File: src/rtl/multi_debounce.sv
// N-channel contact debouncer: 2-FF synchroniser, stability filter, edge pulses
// and a saturating long-press detector per channel.
module multi_debounce #(
   parameter int unsigned N_CH          = 4,
   parameter int unsigned STABLE_CYCLES = 500000,
   parameter int unsigned CNT_W         = 20,
   parameter int unsigned HOLD_CYCLES   = 50000000,
   parameter int unsigned HOLD_W        = 26,
   parameter bit          INIT_LEVEL    = 1'b0
) (
   input  logic            clk,
   input  logic            reset_n,
   input  logic [N_CH-1:0] raw_in,
   output logic [N_CH-1:0] debounced,
   output logic [N_CH-1:0] rise,
   output logic [N_CH-1:0] fall,
   output logic [N_CH-1:0] held,
   output logic [N_CH-1:0] long_press
);

   localparam logic [CNT_W-1:0]  STABLE_LAST = CNT_W'(STABLE_CYCLES - 1);
   localparam logic [HOLD_W-1:0] HOLD_LAST   = HOLD_W'(HOLD_CYCLES);
   localparam logic [N_CH-1:0]   INIT_VEC    = {N_CH{INIT_LEVEL}};

   // Terminal counts must be nonzero and fit their counters exactly.
   if (N_CH == 0 || CNT_W == 0 || HOLD_W == 0 ||
       STABLE_CYCLES == 0 || HOLD_CYCLES == 0 ||
       64'(STABLE_CYCLES) > ((64'd1 << CNT_W) - 64'd1) ||
       64'(HOLD_CYCLES) > ((64'd1 << HOLD_W) - 64'd1)) begin : g_bad_params
      $error("multi_debounce: illegal parameter combination");
   end

   logic [N_CH-1:0]   r_s1;
   logic [N_CH-1:0]   r_s2;
   logic [N_CH-1:0]   r_deb;
   logic [N_CH-1:0]   r_rise;
   logic [N_CH-1:0]   r_fall;
   logic [N_CH-1:0]   r_held;
   logic [N_CH-1:0]   r_lp;
   logic [CNT_W-1:0]  r_cnt      [N_CH];
   logic [HOLD_W-1:0] r_hcnt     [N_CH];

   logic [CNT_W-1:0]  w_cnt_nxt  [N_CH];
   logic [HOLD_W-1:0] w_hcnt_nxt [N_CH];
   logic [N_CH-1:0]   w_flip;
   logic [N_CH-1:0]   w_deb_nxt;
   logic [N_CH-1:0]   w_hit;

   // Two-stage synchroniser; only r_s2 is seen by the filter.
   always_ff @(posedge clk or negedge reset_n) begin
      if (!reset_n) begin
         r_s1 <= INIT_VEC;
         r_s2 <= INIT_VEC;
      end else begin
         r_s1 <= raw_in;
         r_s2 <= r_s1;
      end
   end

   // Stability and hold counter next-state per channel.
   always_comb begin
      w_flip    = '0;
      w_deb_nxt = r_deb;
      w_hit     = '0;
      for (int i = 0; i < int'(N_CH); i++) begin
         w_cnt_nxt[i]  = '0;
         w_hcnt_nxt[i] = '0;
         if (r_s2[i] != r_deb[i]) begin
            if (r_cnt[i] == STABLE_LAST) begin
               w_flip[i] = 1'b1;
            end else begin
               w_cnt_nxt[i] = r_cnt[i] + CNT_W'(1);
            end
         end
         w_deb_nxt[i] = r_deb[i] ^ w_flip[i];
         // Count only cycles already high, so hcnt is 0 on the rise cycle
         // and cleared on the same edge as a fall.
         if (r_deb[i] && w_deb_nxt[i]) begin
            w_hcnt_nxt[i] = (r_hcnt[i] == HOLD_LAST) ? r_hcnt[i]
                                                     : r_hcnt[i] + HOLD_W'(1);
         end
         w_hit[i] = w_deb_nxt[i] && (w_hcnt_nxt[i] == HOLD_LAST);
      end
   end

   // Filter, pulse and hold registers.
   always_ff @(posedge clk or negedge reset_n) begin
      if (!reset_n) begin
         r_deb  <= INIT_VEC;
         r_rise <= '0;
         r_fall <= '0;
         r_held <= '0;
         r_lp   <= '0;
         for (int i = 0; i < int'(N_CH); i++) begin
            r_cnt[i]  <= '0;
            r_hcnt[i] <= '0;
         end
      end else begin
         r_deb  <= w_deb_nxt;
         r_rise <= w_flip & w_deb_nxt;
         r_fall <= w_flip & ~w_deb_nxt;
         r_held <= w_hit;
         r_lp   <= w_hit & ~r_held;
         for (int i = 0; i < int'(N_CH); i++) begin
            r_cnt[i]  <= w_cnt_nxt[i];
            r_hcnt[i] <= w_hcnt_nxt[i];
         end
      end
   end

   assign debounced  = r_deb;
   assign rise       = r_rise;
   assign fall       = r_fall;
   assign held       = r_held;
   assign long_press = r_lp;

endmodule

File: config.mk
export PLATFORM = sky130hd
export DESIGN_NAME = multi_debounce
export DESIGN_NICKNAME = d
export VERILOG_FILES = /design/src/rtl/multi_debounce.sv
export SDC_FILE = /design/constraint.sdc
export NUM_CORES = 1
export LEC_CHECK = 0
export CAP_MARGIN = 0
export CORE_MARGIN = 2
export CORE_UTILIZATION = 62
export CTS_CLUSTER_DIAMETER = 150
export DETAILED_ROUTE_END_ITERATION = 7
export PLACE_DENSITY_LB_ADDON = 0.25
export SKIP_CTS_REPAIR_TIMING = 1
export SYNTH_ARGS = -nofsm -noshare
export SYNTH_HDL_FRONTEND = slang
export SYNTH_SLANG_ARGS = --single-unit
File: constraint.sdc
create_clock -name clk -period 3.2 [get_ports clk]
set_input_delay 0.8 -clock clk [delete_from_list [all_inputs] [get_ports clk]]
set_output_delay 0.8 -clock clk [all_outputs]
set_load 0.02 [all_outputs]
==> flow_summary.json <==
{
  "synth_flop_cell": "dfrtp_1",
  "rsz0062_at_grt": "false",
  "synthTopCellsByCount": "219 x nor2_1, 212 x dfrtp_1, 92 x xor2_1, 76 x nand2_1",
  "cts_buffers": 24,
  "grt_use_total_pct": 24.2,
  "vdd_ir_drop_max_mv": 0.416,
  "slowest_stage": "nor3_1",
  "pre_cts_ws_ns": 0.487,
  "status": "completed",
  "arrival_ns": 3.19,
  "drtIter0Drc": 582,
  "crit_type": "register to register",
  "timing.max_cap.violations": 0,
  "cts.sinks": 212,
  "yosys.area.top_type_share_pct": 48.7,
  "grt_max_degree": 88,
  "cts_buffer_depth": 3,
  "firstDrtPassIters": 5,
  "startpoint_type": "register",
  "synth_cells": 1153,
  "finClkSkew_ns": 0.00869,
  "yosys.cell_count.top_type": "nor2_1",
  "drc": 0,
  "grt_pass1_vias": 8056,
  "setup_viol": 0,
  "period_share_pct": 87.0,
  "dieArea_sq_um": 18700,
  "dpl-instance-area_sq_um": 11400,
  "ioPinCount": 26,
  "finalHoldViolCount": 0,
  "io_buffers": 25,
  "coreArea_sq_um": 17200,
  "ys_types": 56,
  "dp_hpwl_um": 14300,
  "crit_chain": "ha_1 > nand3_1 > nor3_1 > nand2_1 > xor2_1 > nor3b_1 > nand4_1 > nor4_1",
  "worstPathMaxFanout": 7,
  "area_delta_synth_final_pct": 12.0,
  "slew_headroom_pct": 48.4,
  "timing.final.ws_setup_ns": 0.416,
  "fin_setup_tns_ns": 0,
  "synth_area_leader_cell": "dfrtp_1",
  "leakage_nw": 4.80,
  "fin_area_sq_um": 12200,
  "grt_pass1_wl_um": 37600,
  "synth_warnings": 0,
  "synthesis.nets": 1171,
  "synth_edf_count": 0,
  "wl_per_cell_um": 15.3,
  "vias_per_cell": 5.78,
  "fmax_ghz": 0.359,
  "die_w_um": 137,
  "drive_gt1_share_pct": 6.46,
  "grt_overflow": 0,
  "clkTransAtPathRegs_ns": 0.06,
  "antenna_found_initial": 0,
  "fillers": 1294,
  "die-height_um": 137,
  "power_density_nw_per_um2": 460,
  "hp-class": "input port to async pin",
  "vias": 8192,
  "routed_wirelength_um": 21700,
  "final.min_clock_period_ns": 2.78,
  "fp-row-count": 48,
  "syn_area_sq_um": 10900,
  "ant_nets": 0,
  "initial_core_util_pct": 63.2,
  "crit_path_max_incr_delay_ns": 0.64,
  "crit_required_ns": 3.60,
  "clkLatencyLatePin_ns": 0.51,
  "diodes": 0,
  "avgSynthCellArea_sq_um": 9.45,
  "final_max_slew_viol_count": 0,
  "fin_nets": 1193,
  "ys_ff_latch": 212,
  "cts_root_buf": "clkbuf_16",
  "cts_tree": "built",
  "yosys-top-cells-area": "dfrtp_1 49%, nor2_1 7.5%, xor2_1 7.4%",
  "htreeDepth": 1,
  "endpoint_kind": "register",
  "place.gp.congestion": 0.881,
  "synthArstFlopShare_pct": 100,
  "synth_seq_area_share_pct": 48.7,
  "max_slew.worst_pin.slew_ns": 0.768
}
==> logic make-up (layout without fill, tap and decap cells) <==
kind of cell,after synthesis,in the layout,synth area share [%]
AOI/OAI and AO/OA,73,73,3.94
buffers and inverters,62,101,2.31
muxes,10,10,0.964
adders and majority gates,12,12,1.38
xor gates and xnor gates,167,167,13.4
DFF,212,212,48.7
and+or+nand+nor,617,617,29.3
==> cell type report <==
type	count	area (sq um)	area share [%]
well taps	225	282	2.31
repair buffers	36	350	2.87
clock inverters	8	98.8	0.810
multi-input cells	879	5360	43.9
inverters	22	82.6	0.677
flip-flops and latches	212	5310	43.5
clock buffers	35	723	5.93
==> where the power goes <==
group	internal, mW	switching [mW]
registers	2.70	0.0188
clock network	1.73	1.07
logic	0.0266	0.0780
total	4.45	1.17
==> metrics by stage <==
stage	power, mW	util, %	instances	hold WS [ns]
after floorplan	2.79	-	1153	0.331
after detailed placement	2.87	66.0	1374	0.341
after global routing	5.80	70.8	1417	0.338
final	5.62	70.8	1417	0.275
after global placement	2.87	66.0	1374	0.335
after CTS	5.68	70.8	1417	0.301
==> per-layer routing <==
metal | vias to the layer above | GRT usage, % | wire, um
met1 | 3951 | 33.5 | 10100
met3 | 49 | 3.22 | 742
li1 | 4045 | - | -
met2 | 147 | 40.0 | 10400
met5 | - | 0 | 0
met4 | 0 | 7.23 | 518
==> cell usage in the layout (no fill, tap or decap), types with 10 or more instances in the layout <==
cell type	count
clkdlybuf4s50_1	24
nand3_1	75
nand4_1	51
a21oi_1	26
clkbuf_16	25
nor3b_1	12
o21ai_0	18
xnor2_1	75
nand2_1	76
ha_1	12
dfrtp_1	212
and4_1	11
buf_4	10
nor3_1	33
or3_1	18
nor4_1	16
nor2_1	219
nor4b_1	10
xor2_1	92
and3_1	31
inv_1	22
==> worst max-delay path: cells and delay by family (launching register included) <==
kind | cells | cell delay, ns
AND/OR/NAND/NOR | 6 | 1.73
adder cells (fa/ha/maj) | 1 | 0.29
flip-flops | 1 | 0.46
XOR/XNOR | 1 | 0.21
==> worst paths after layout <==
kind	start	to	slack [ns]	cells past startpoint
worst max register to register	r_hcnt[52]	held[1]	0.42	8
worst min-delay path	reset_n	r_cnt[67]	0.27	1
worst min register to register	r_s1[3]	r_s2[3]	0.35	0
max in group asynchronous	reset_n	r_hcnt[18]	2.16	2
worst max-delay path	r_hcnt[52]	held[1]	0.42	8
min in group clk	r_s1[3]	r_s2[3]	0.35	0
==> registers in the layout, summed over array words and instances (netlist names) <==
register,count
r_hcnt,104
debounced,4
r_cnt,80
fall,4
rise,4
r_s2,4
r_s1,4
held,4
long_press,4
Note: power is estimated with default switching activity, not from simulation.
